--- config.mk ---
export PLATFORM = sky130hd
export DESIGN_NAME = lgn_class_head_seq_flat
export DESIGN_NICKNAME = d
export VERILOG_FILES = /design/src/rtl/lgn_pkg.sv /design/src/rtl/lgn_class_head_seq_if.sv /design/src/rtl/popcount_chunk.sv /design/src/rtl/lgn_class_head_seq.sv /design/src/flat_wrapper.sv
export SDC_FILE = /design/constraint.sdc
export NUM_CORES = 1
export LEC_CHECK = 0
export CORE_MARGIN = 5
export CORE_UTILIZATION = 35
export CTS_BUF_LIST = sky130_fd_sc_hd__clkbuf_4 sky130_fd_sc_hd__clkbuf_8
export DETAILED_ROUTE_END_ITERATION = 16
export GPL_ROUTABILITY_DRIVEN = 0
export SKIP_CTS_REPAIR_TIMING = 1
export SLEW_MARGIN = 5
export SYNTH_ARGS = -nofsm -noshare
export SYNTH_HDL_FRONTEND = slang
export SYNTH_SLANG_ARGS = --single-unit
--- constraint.sdc ---
create_clock -name clk -period 9.2 [get_ports clk]
set_clock_uncertainty 0.15 [all_clocks]
set_input_delay 2.3 -clock clk [delete_from_list [all_inputs] [get_ports clk]]
set_output_delay 2.3 -clock clk [all_outputs]
set_load 0.005 [all_outputs]
--- src/rtl/lgn_pkg.sv ---
`default_nettype none
// +--------------------------------------------------------------------------+
// | lgn_pkg : shared defaults, width helpers and head FSM encoding            |
// | rev 1.0                                                                   |
// +--------------------------------------------------------------------------+
package lgn_pkg;

  localparam int CATEGORIES_DEF        = 10;
  localparam int BITS_PER_CATEGORY_DEF = 512;
  localparam int CHUNK_DEF             = 64;

  // Sum must hold the full per-frame count, hence the +1.
  function automatic int sum_width(input int bits);
    return $clog2(bits + 1);
  endfunction

  function automatic int idx_width(input int cats);
    return (cats > 1) ? $clog2(cats) : 1;
  endfunction

  typedef enum logic [1:0] {
    ST_ACCUM = 2'd0,
    ST_SCAN  = 2'd1,
    ST_OUT   = 2'd2
  } state_t;

endpackage
`default_nettype wire

--- src/rtl/lgn_class_head_seq_if.sv ---
`default_nettype none
// +--------------------------------------------------------------------------+
// | lgn_class_head_seq_if : input beat stream and result stream of the head   |
// | rev 1.0                                                                   |
// +--------------------------------------------------------------------------+
interface lgn_class_head_seq_if import lgn_pkg::*; #(
  parameter int CATEGORIES = CATEGORIES_DEF,
  parameter int CHUNK      = CHUNK_DEF,
  parameter int SUM_W      = sum_width(BITS_PER_CATEGORY_DEF),
  parameter int IDX_W      = idx_width(CATEGORIES_DEF)
);

  logic                        in_valid;
  logic                        in_ready;
  logic [CATEGORIES*CHUNK-1:0] in_bits;
  logic                        in_last;

  logic                        out_valid;
  logic                        out_ready;
  logic [IDX_W-1:0]            out_index;
  logic [SUM_W-1:0]            out_value;
  logic [SUM_W-1:0]            out_margin;
  logic                        out_overflow;

  modport master (
    output in_valid, in_bits, in_last, out_ready,
    input  in_ready, out_valid, out_index, out_value, out_margin, out_overflow
  );

  modport slave (
    input  in_valid, in_bits, in_last, out_ready,
    output in_ready, out_valid, out_index, out_value, out_margin, out_overflow
  );

endinterface
`default_nettype wire

--- src/rtl/popcount_chunk.sv ---
`default_nettype none
// +--------------------------------------------------------------------------+
// | popcount_chunk : combinational count of set bits in an N-bit slice        |
// | rev 1.0                                                                   |
// +--------------------------------------------------------------------------+
module popcount_chunk #(
  parameter int N = 64,
  parameter int W = $clog2(N + 1)
) (
  input  wire logic [N-1:0] bits,
  output logic      [W-1:0] count
);

  always_comb begin
    count = '0;
    for (int i = 0; i < N; i++) begin
      count = count + W'(bits[i]);
    end
  end

endmodule
`default_nettype wire

--- src/rtl/lgn_class_head_seq.sv ---
`default_nettype none
// +--------------------------------------------------------------------------+
// | lgn_class_head_seq : streaming per-category popcount with serial arg-max  |
// | rev 1.0                                                                   |
// +--------------------------------------------------------------------------+
module lgn_class_head_seq import lgn_pkg::*; #(
  parameter int CATEGORIES        = CATEGORIES_DEF,
  parameter int BITS_PER_CATEGORY = BITS_PER_CATEGORY_DEF,
  parameter int CHUNK             = CHUNK_DEF,
  parameter int SUM_W             = sum_width(BITS_PER_CATEGORY),
  parameter int IDX_W             = idx_width(CATEGORIES)
) (
  input wire logic             clk,
  input wire logic             rst,
  lgn_class_head_seq_if.slave  bus
);

  localparam int BEATS  = BITS_PER_CATEGORY / CHUNK;
  localparam int CNT_W  = $clog2(CHUNK + 1);
  localparam int BEAT_W = $clog2(BEATS + 1);

  state_t           state;
  logic [SUM_W-1:0] sums [CATEGORIES];
  logic [BEAT_W-1:0] beats;
  logic             overflow;

  logic [IDX_W-1:0] scan_k;
  logic             scan_done;
  logic [SUM_W-1:0] best;
  logic [SUM_W-1:0] second;
  logic [IDX_W-1:0] best_idx;

  logic             in_ready_reg;
  logic             out_valid_reg;
  logic [IDX_W-1:0] out_index_reg;
  logic [SUM_W-1:0] out_value_reg;
  logic [SUM_W-1:0] out_margin_reg;
  logic             out_overflow_reg;

  logic [CNT_W-1:0] chunk_cnt [CATEGORIES];
  logic [SUM_W-1:0] cur;
  logic             take;

  generate
    for (genvar c = 0; c < CATEGORIES; c++) begin : g_pop
      popcount_chunk #(.N(CHUNK)) u_pop (
        .bits  (bus.in_bits[c*CHUNK +: CHUNK]),
        .count (chunk_cnt[c])
      );
    end
  endgenerate

  assign take = bus.in_valid & in_ready_reg;
  assign cur  = sums[scan_k];

  assign bus.in_ready     = in_ready_reg;
  assign bus.out_valid    = out_valid_reg;
  assign bus.out_index    = out_index_reg;
  assign bus.out_value    = out_value_reg;
  assign bus.out_margin   = out_margin_reg;
  assign bus.out_overflow = out_overflow_reg;

  // Clamp instead of wrapping so an over-long frame still ranks sensibly.
  function automatic logic [SUM_W-1:0] sat_add(input logic [SUM_W-1:0] a,
                                               input logic [CNT_W-1:0] b);
    logic [SUM_W:0] t;
    t = {1'b0, a} + (SUM_W+1)'(b);
    return t[SUM_W] ? '1 : t[SUM_W-1:0];
  endfunction

  always_ff @(posedge clk) begin
    if (rst) begin
      state     <= ST_ACCUM;
      for (int c = 0; c < CATEGORIES; c++) sums[c] <= '0;
      beats     <= '0;
      overflow  <= 1'b0;
      scan_k    <= '0;
      scan_done <= 1'b0;
      best      <= '0;
      second    <= '0;
      best_idx  <= '0;
      in_ready_reg     <= 1'b1;
      out_valid_reg    <= 1'b0;
      out_index_reg    <= '0;
      out_value_reg    <= '0;
      out_margin_reg   <= '0;
      out_overflow_reg <= 1'b0;
    end else begin
      case (state)
        ST_ACCUM: begin
          if (take) begin
            for (int c = 0; c < CATEGORIES; c++) begin
              sums[c] <= sat_add(sums[c], chunk_cnt[c]);
            end
            if (beats == BEAT_W'(BEATS)) overflow <= 1'b1;
            else                         beats    <= beats + BEAT_W'(1);
            if (bus.in_last) begin
              state        <= ST_SCAN;
              in_ready_reg <= 1'b0;
              scan_k       <= '0;
              scan_done    <= 1'b0;
            end
          end
        end

        ST_SCAN: begin
          if (scan_done) begin
            // Extra cycle so the margin subtract sees the final best/second.
            out_index_reg    <= best_idx;
            out_value_reg    <= best;
            out_margin_reg   <= best - second;
            out_overflow_reg <= overflow;
            out_valid_reg    <= 1'b1;
            state            <= ST_OUT;
          end else begin
            // Strict compare keeps the lowest index on ties.
            if (scan_k == '0) begin
              best     <= cur;
              best_idx <= '0;
              second   <= '0;
            end else if (cur > best) begin
              second   <= best;
              best     <= cur;
              best_idx <= scan_k;
            end else if (cur > second) begin
              second   <= cur;
            end
            if (scan_k == IDX_W'(CATEGORIES - 1)) scan_done <= 1'b1;
            else                                  scan_k    <= scan_k + IDX_W'(1);
          end
        end

        ST_OUT: begin
          if (bus.out_ready) begin
            for (int c = 0; c < CATEGORIES; c++) sums[c] <= '0;
            beats         <= '0;
            overflow      <= 1'b0;
            out_valid_reg <= 1'b0;
            in_ready_reg  <= 1'b1;
            state         <= ST_ACCUM;
          end
        end

        default: begin
          state         <= ST_ACCUM;
          in_ready_reg  <= 1'b1;
          out_valid_reg <= 1'b0;
        end
      endcase
    end
  end

endmodule
`default_nettype wire
--- src/flat_wrapper.sv ---
// flat-port wrapper written by rule: the top's interface ports become plain ports
module lgn_class_head_seq_flat import lgn_pkg::*;
#(
  parameter int CATEGORIES        = CATEGORIES_DEF,
  parameter int BITS_PER_CATEGORY = BITS_PER_CATEGORY_DEF,
  parameter int CHUNK             = CHUNK_DEF,
  parameter int SUM_W             = sum_width(BITS_PER_CATEGORY),
  parameter int IDX_W             = idx_width(CATEGORIES)
)
  (clk, rst, bus_in_valid, bus_in_bits, bus_in_last, bus_out_ready, bus_in_ready, bus_out_valid, bus_out_index, bus_out_value, bus_out_margin, bus_out_overflow);
  lgn_class_head_seq_if #(.CATEGORIES(CATEGORIES), .CHUNK(CHUNK), .SUM_W(SUM_W), .IDX_W(IDX_W)) bus_i ();
  input wire logic clk;
  input wire logic rst;
  input wire logic [$bits(bus_i.in_valid)-1:0] bus_in_valid;
  input wire logic [$bits(bus_i.in_bits)-1:0] bus_in_bits;
  input wire logic [$bits(bus_i.in_last)-1:0] bus_in_last;
  input wire logic [$bits(bus_i.out_ready)-1:0] bus_out_ready;
  output wire logic [$bits(bus_i.in_ready)-1:0] bus_in_ready;
  output wire logic [$bits(bus_i.out_valid)-1:0] bus_out_valid;
  output wire logic [$bits(bus_i.out_index)-1:0] bus_out_index;
  output wire logic [$bits(bus_i.out_value)-1:0] bus_out_value;
  output wire logic [$bits(bus_i.out_margin)-1:0] bus_out_margin;
  output wire logic [$bits(bus_i.out_overflow)-1:0] bus_out_overflow;
  assign bus_i.in_valid = bus_in_valid;
  assign bus_i.in_bits = bus_in_bits;
  assign bus_i.in_last = bus_in_last;
  assign bus_i.out_ready = bus_out_ready;
  assign bus_in_ready = bus_i.in_ready;
  assign bus_out_valid = bus_i.out_valid;
  assign bus_out_index = bus_i.out_index;
  assign bus_out_value = bus_i.out_value;
  assign bus_out_margin = bus_i.out_margin;
  assign bus_out_overflow = bus_i.out_overflow;
  lgn_class_head_seq #(.CATEGORIES(CATEGORIES), .BITS_PER_CATEGORY(BITS_PER_CATEGORY), .CHUNK(CHUNK), .SUM_W(SUM_W), .IDX_W(IDX_W)) u_core (.clk(clk), .rst(rst), .bus(bus_i));
endmodule
---- Word-level counts from Yosys, hierarchy flattened ----
Memory sizes are Yosys's and may differ from the RTL's. A register that Yosys moved wholly into a read port is not among the register bits.
Index checks and enable logic that the tools add are counted.
storage, ports and cells
  register bits ........................... 63
  memory bits (writable) .................. 100
  bits of input ports ..................... 645
  output and inout bits ................... 27
  word-level logic and storage cells ...... 788
  memories ................................ 1
memories
  name         words  width  read ports  clocked after Yosys merged registers in  write ports  RTL line                  source
  u_core.sums  10     10     11          1                                        10           lgn_class_head_seq.sv:23  logic [SUM_W-1:0] sums [CATEGORIES];
operators by class
  add/subtract/negate cells ............... 643
  $lt $le $gt $ge ......................... 2
  equal/unequal tests ..................... 12
  multiplexer cells ....................... 76
  bitwise logic cells ..................... 24
  reductions and logical operators ........ 16
operators with widths
  cell                 number
  $add 7x1->7          570
  $mux 10              35
  $add 10x7->11        10
  $add 6x1->7          10
  $add 5x1->6          10
  $add 4x1->5          10
  $mux 4               11
  $add 3x1->4          10
  $add 2x1->3          10
  $add 1x1->2          10
  $gt 10x10->1         2
  $or 1x1->1           20
  $mux 1               19
  $pmux 4 s2           2
  $reduce_and 4->1     4
  $reduce_and 3->1     4
  $ne 2x2->1 const B   5
  $sub 10x10->10       1
  $add 4x1->4 const B  2
  $eq 4x4->1 const B   2
  $mux 2               4
  $ne 2x1->1 const B   3
  $pmux 1 s3           2
  $pmux 2 s3           1
  11 further kinds     16

---- Longest topological paths before layout ----
  word-level depth ........................ 67
  depth in mapped cells ................... 22
  depth with buffers taken out ............ 21

---- By module ----
Synthesis repeated with hierarchy kept, for this count alone.
unflattened totals
  cells, all modules ...................... 2986
  area total of the unflattened synthesis .. 28790.1 um^2
modules (own cells, without submodules)
  module                                       times used  cells each  area each (um^2)  seq. area each (um^2)
  lgn_class_head_seq                           1           1166        11110.7           4344.2
  popcount_chunk at u_core.g_pop[0].u_pop ...  6           182         1765.4            0.0
  popcount_chunk at u_core.g_pop[6].u_pop ...  3           182         1770.4            0.0
  popcount_chunk at u_core.g_pop[4].u_pop      1           182         1775.5            0.0

---- Worst setup path before layout ----
No wires, ideal clock.
  path type ............................... input to register
  start ................................... in bus_in_bits[59]
  end ..................................... mem u_core.sums[0][9] in the netlist's numbering (data pin)
  setup time .............................. 0.261 ns
  data arrival time ....................... 8.453 ns
  required time ........................... 8.789 ns
  path slack .............................. 0.336 ns
  stages on the path ...................... 20
  path buffers ............................ 0
  cells stage by stage .................... inv_1 -> fa_1 -> fa_1 -> inv_1 -> fa_1 -> inv_1 -> fa_1 -> fa_1 -> fa_1 -> fa_1 -> fa_1 -> inv_1 -> fa_1 -> fa_1 -> a21oi_2 -> o21ai_1 -> a2111oi_2 -> nor2_1 -> or3b_1 -> o311a_1
RTL lines
  element      RTL line                  source
  from (decl)  flat_wrapper.sv:15        input wire logic [$bits(bus_i.in_bits)-1:0] bus_in_bits;
  to (decl)    lgn_class_head_seq.sv:23

==> run_results.csv <==
group,metric,value,unit
status,status,"complete, no violations",
die,core,80300,um2
critical_path,critical_path_class,"in -> reg",
sta,setup_tns,0,ns
die,ioPinCount,672,
drt,dr.pass1.iters,5,
die,die_area,86400,um2
drt,drt_iter0_drc,622,
sta,max_freq,112,MHz
die,fp.dieH,294,um
die,fp-row-count,104,
cts,cts_buffers,17,
grt,grt_usage,17.7,%
grt,overflow,0,
logic_synthesis,synth_area_leaders,"fa_1, ha_1, inv_1, edfxtp_1, dfxtp_1",
die,start_util,35.1,%
critical_path,path_buf_inv,5,
critical_path,crit_family,"adder cells",
logic_synthesis,synth.distinct_cells,79,
placed_design,dp_hpwl,68300,um
cts,htree_levels,4,
drt,routedWlPerCell,16.5,um
layout,ff_latch_area,4350,um2
layout,nets,4993,
cts,clock_sinks,167,
logic_synthesis,yosysWarnings,0,
logic_synthesis,synth-seq-cells,167,
sta,rsz0062_at_grt,"no",
layout,area_growth_syn_to_layout,30.4,%
layout,final_layout_size_suffix_gt1_share,3.95,%
logic_synthesis,synth_area_leader_cell,"fa_1",
placed_design,pre_cts_slack,-0.408,ns
run,cap_violations,0,
drt,drc,0,
cts,clk_path_buf_depth,2,
sta,maxSlewViolCount,0,
sta,post-route-period-util,97.3,%
drt,num_vias,20300,
grt,grt_pass1_vias,23000,
drt,antenna_left,0,
cts,clk_latency,0.56,ns
layout,fin_cells,4560,
critical_path,cp_slowest_cell,"fa_1",
cts,clkSlewWorstSetupHoldPaths,0.10,ns
sta,slew_headroom,35.0,%
grt,grt_max_degree,85,
critical_path,crit_arrival,9.12,ns
layout,fill_cells,7657,
grt,grt_pass1_wl,120000,um
sta,setup_slack,0.252,ns
layout,fin_area,36800,um2
placed_design,io_buffers,671,
die,die_x,294,um
sta,finalSetupViolCount,0,
logic_synthesis,synth_cells,2790,
logic_synthesis,synthFlopType,"edfxtp_1",
layout,largest_reg_flops,100,
placed_design,dpl.cell_count,4524,
sta,worstMarginPinSlew,0.974,ns
drt,viasPerCell,4.44,
min_path,hp-class,"reg -> reg",
cts,cts_tree,"done",
logic_synthesis,syn_nets,4300,
critical_path,critPathMaxStageDelay,0.56,ns
critical_path,worstSetupStartpointType,"input pin",
grt,antenna_found_initial,6,
logic_synthesis,yosysSeqAreaShare,15.4,%
logic_synthesis,async_flop_share,0,%
placed_design,place_area,36400,um2
cts,clockRootBuffer,"clkbuf_8",
critical_path,worstPathMaxFanout,2,
logic_synthesis,synth_edf_count,100,
sta,period_minus_slack,8.95,ns
logic_synthesis,synth_area,28200,um2
sta,final_hold_viol_count,0,
layout,multi_input_comb_area,20300,um2
layout,largest-register,"u_core.sums",
logic_synthesis,syn_avg_cell_area,10.1,um2
critical_path,crit_path_end_kind,"flop",
logic_synthesis,synth_top_area_share,39.8,%
critical_path,crit_required,9.37,ns
drt,wl,75200,um
critical_path,crit_top_cell,"fa_1",
critical_path,cp_cell_sequence,"clkdlybuf4s50_1 > inv_1 > fa_1 > fa_1 > inv_1 > fa_1 > inv_1 > fa_1 > fa_1 > fa_1 > fa_1 > fa_1 > inv_1 > fa_1 > fa_1 > a21oi_2 > o21ai_1 > a2111oi_2 > nor2_1 > or3b_1 > o311a_1",
[worst reg2reg max path, cell delays in order (launching register included)]
cell,delay (ns)
edfxtp_1,0.44
inv_1,0.12
fa_1,0.44
fa_1,0.56
fa_1,0.46
fa_1,0.52
fa_1,0.57
fa_1,0.44
fa_1,0.49
inv_1,0.05
fa_1,0.39
fa_1,0.42
a211oi_2,0.30
o21ai_1,0.13
a21o_1,0.17
a21o_1,0.21
a32oi_2,0.15
buf_4,0.17
o21ai_0,0.12
[metrics by stage]
stage          hold WS [ns]  util, %
2_1_floorplan         0.281        -
3_3_place_gp          0.294     45.3
3_5_place_dp          0.299     45.3
4_1_cts               0.313     45.8
5_1_grt               0.331     45.8
6_report              0.308     45.8
[synthesized netlist by cell type, drive strengths merged, types with 6 or more instances]
| cell | count |
|---|---|
| o31a | 15 |
| a21o | 24 |
| fa | 561 |
| o211ai | 10 |
| o41ai | 6 |
| o21bai | 11 |
| inv | 896 |
| dfxtp | 67 |
| clkbuf | 25 |
| nand3 | 9 |
| xnor2 | 25 |
| o21ai | 107 |
| edfxtp | 100 |
| nor2 | 76 |
| nor4 | 9 |
| mux2i | 36 |
| o31ai | 8 |
| ha | 304 |
| a22oi | 10 |
| nand2 | 122 |
| buf | 17 |
| nand2b | 14 |
| a211oi | 18 |
| o221ai | 10 |
| nor3 | 12 |
| nor2b | 8 |
| mux2 | 30 |
| a21oi | 118 |
| xor2 | 47 |
| or3 | 11 |
| o21a | 15 |
| a31oi | 7 |
[cells in the final DEF, fill, tap and decap left out, types with 7 or more instances in the layout]
cell type and count:
ha_1 304, nor2b_1 7, o31ai_1 8, nand2b_1 13
or3_1 11, edfxtp_1 100, clkdlybuf4s50_1 670, xor2_1 47
a21oi_1 115, o21bai_1 11, a21o_1 24, o221ai_1 10
o31a_1 15, o21a_1 15, o21ai_0 104, nor4_1 9
nor3_1 12, clkbuf_8 18, mux2_2 30, buf_4 45
mux2i_1 36, a211oi_1 15, inv_1 896, a22oi_1 10
nand3_1 9, nand2_1 121, fa_1 561, dfxtp_1 66
xnor2_1 25, o211ai_1 8, nor2_1 73
[path summary, 6_finish.rpt]
check	start	endpoint	slack, ns	depth (start not counted)
max	bus_in_bits[23]	u_core.sums[0][9]	0.25	21
min	u_core.bus.out_margin[4]	u_core.bus.out_margin[4]	0.31	2
max reg2reg	u_core.sums[9][0]	u_core.sums[9][7]	2.62	18
min reg2reg	u_core.bus.out_margin[4]	u_core.bus.out_margin[4]	0.31	2
[cell type report]
| type | count | share of cell area [%] |
|---|---|---|
| well taps | 1060 | 3.60 |
| clock inverters | 14 | 0.374 |
| flip-flops and latches | 167 | 11.8 |
| repair buffers | 716 | 19.2 |
| multi-input cells | 1684 | 55.2 |
| diodes | 4 | 0.0272 |
| inverters | 897 | 9.15 |
| clock buffers | 18 | 0.673 |
[per-layer routing]
metal / global-route usage [%] / vias up / share of wire (%)
met5: 0 / - / 0.033
met4: 4.19 / 4 / 2.1
met3: 3.75 / 66 / 5.7
met2: 32.7 / 427 / 52
met1: 21.1 / 9799 / 40
li1: - / 9971 / -
[cell families after synthesis]
family	Yosys count	synth area share, %
buf+inv	939	12.7
fa+ha+maj	865	53.3
compound gates	394	9.19
simple gates	287	4.72
flops	167	15.4
xor+xnor	72	2.24
mux	66	2.47
Power is not shown: default switching activity piles up to over one toggle a cycle in this logic, so the estimate is an artifact.
==> RTL edit (same settings) <==
Reset style: asynchronous (`rst`), changed in one clocked block.
--- a/src/rtl/lgn_class_head_seq.sv
+++ b/src/rtl/lgn_class_head_seq.sv
@@ -70,3 +70,3 @@
 
-  always_ff @(posedge clk) begin
+  always_ff @(posedge clk or posedge rst) begin
     if (rst) begin
Function: not settled (the Yosys comparison gave no result); the edit may change what the design does.
==> RTL edit against the unedited design <==
Maximum frequency grew 3.8%; worst setup slack gained 320 ps; sequential cell count shrank 4; core utilization shrank 0.081 points; routed wire length grew 2.2%; count of clock-buffer cells in the layout is the same; non-clock buffer count shrank 20; final area shrank 0.18%; hold slack gained 32 ps; area after synthesis grew 0.24%; critical path type unchanged.
Power is left out: the tool's default activity adds up to more than one toggle a clock period on the data nets, which glitch-free logic cannot reach.
==> RTL edit: results (changes against the unedited design) <==
status=completed; Distinct cells, synth=76 (-3.8%); Final min period=8620 ps (-325 ps); largest cells by area after synthesis=fa_1 40%, dfrtp_1 14%, ha_1 13%; largest net degree at the start of global routing=77 (-9.4%); Critical-path top delay cell=fa_1; routed len/inst=16.6 um (+0.94%); Global Route Usage Sum=18.0% (+0.30 points); Reg2Reg Launch Point=u_core.sums[50]; DP HPWL=70.0 mm (+2.5%); DR vias=20712 (+2.2%); Top Family by Delay on Critical Path=adder cells; Mapped Nets=4389 (+2.1%); Largest Register=u_core.sums; Hold WC Path Type=flip-flop to flip-flop; reg2reg path depth=17 (-1); Tightest Pin Transition=1000 ps (+27.6 ps); drt first pass iters=5 (unchanged); DP Worst Slack=6.43 ps (+415 ps); Final nets=5050 (+1.1%); Initial DRC Count=646 (+3.9%); H-tree levels=4 (unchanged); crit-path max cell delay=550 ps; Synth top cells by count=915 x inv_1, 561 x fa_1, 304 x ha_1; Worst Hold Path EP=u_core.bus.out_value[3]; Synth async-reset ratio=100% (+100 points); number of flip-flops in the largest register=100 (unchanged); WL met3=3.15 mm (-26%); M1 WL=32.6 mm (+8.9%); Port Buffer Count=671 (unchanged); Fill cells=7711 (+0.71%); grt met2 use=32.2% (-0.50 points); met2 WL post-DR=40.1 mm (+1.9%); r2r setup slk=2880 ps (+260 ps); met1 Usage GRT=23.5% (+2.3 points); Synth Flop Type=dfrtp_1; WP data arrival=8910 ps (-210 ps); Worst Setup SP=bus_in_bits[315]; first-pass GRT wire length=123 mm (+2.4%); Num CTS Buffers=17 (unchanged); sequential fraction of the synthesis area=14.4% (-0.97 points); root buffer cell=clkbuf_8; vias in the first global route=22974 (-0.13%); Post-Layout Cell Count=4619 (+1.3%); met3 GRT Util=2.78% (-0.97 points); share of cells above drive strength 1=2.56% (-1.4 points); Hold Path Origin=u_core.bus.out_value[3]; Syn Inst Count=2879 (+3.2%); clk_lat worst skew=520 ps (-40 ps); RR Endpoint=u_core.sums[56]; maximum buffer depth of the clock tree=2 (unchanged); crit path max fanout=3 (+1); initial antenna violation count=8 (+2)
-- RTL edit: layout make-up --
type                    instances  share of cell area (%)
multi-input cells            1747                    55.9
repair buffers                696                    18.8
diodes                          6                  0.0409
inverters                     915                    9.36
clock inverters                14                   0.514
well taps                    1060                    3.61
flip-flops and latches        163                    11.1
clock buffers                  18                   0.674
-- RTL edit: cells by family (layout without fill, tap and decap cells) --
kind of cell / after synthesis / after routing / share of synthesized area, %
fa+ha+maj: 865 / 865 / 53.2
mux: 56 / 56 / 2.51
simple gates: 316 / 316 / 5.16
buf+inv: 969 / 1643 / 13.0
xor+xnor: 67 / 67 / 2.08
compound gates: 443 / 443 / 9.64
other cells: 0 / 6 / 0
flops: 163 / 163 / 14.4
-- RTL edit: per-stage QoR --
step	cell area [um^2]	util (%)	hold slack, ps
floorplan	28300	-	304
global placement	36300	45.2	312
detailed placement	36300	45.2	320
CTS	36700	45.7	347
global route	36700	45.8	366
finish	36700	45.8	340
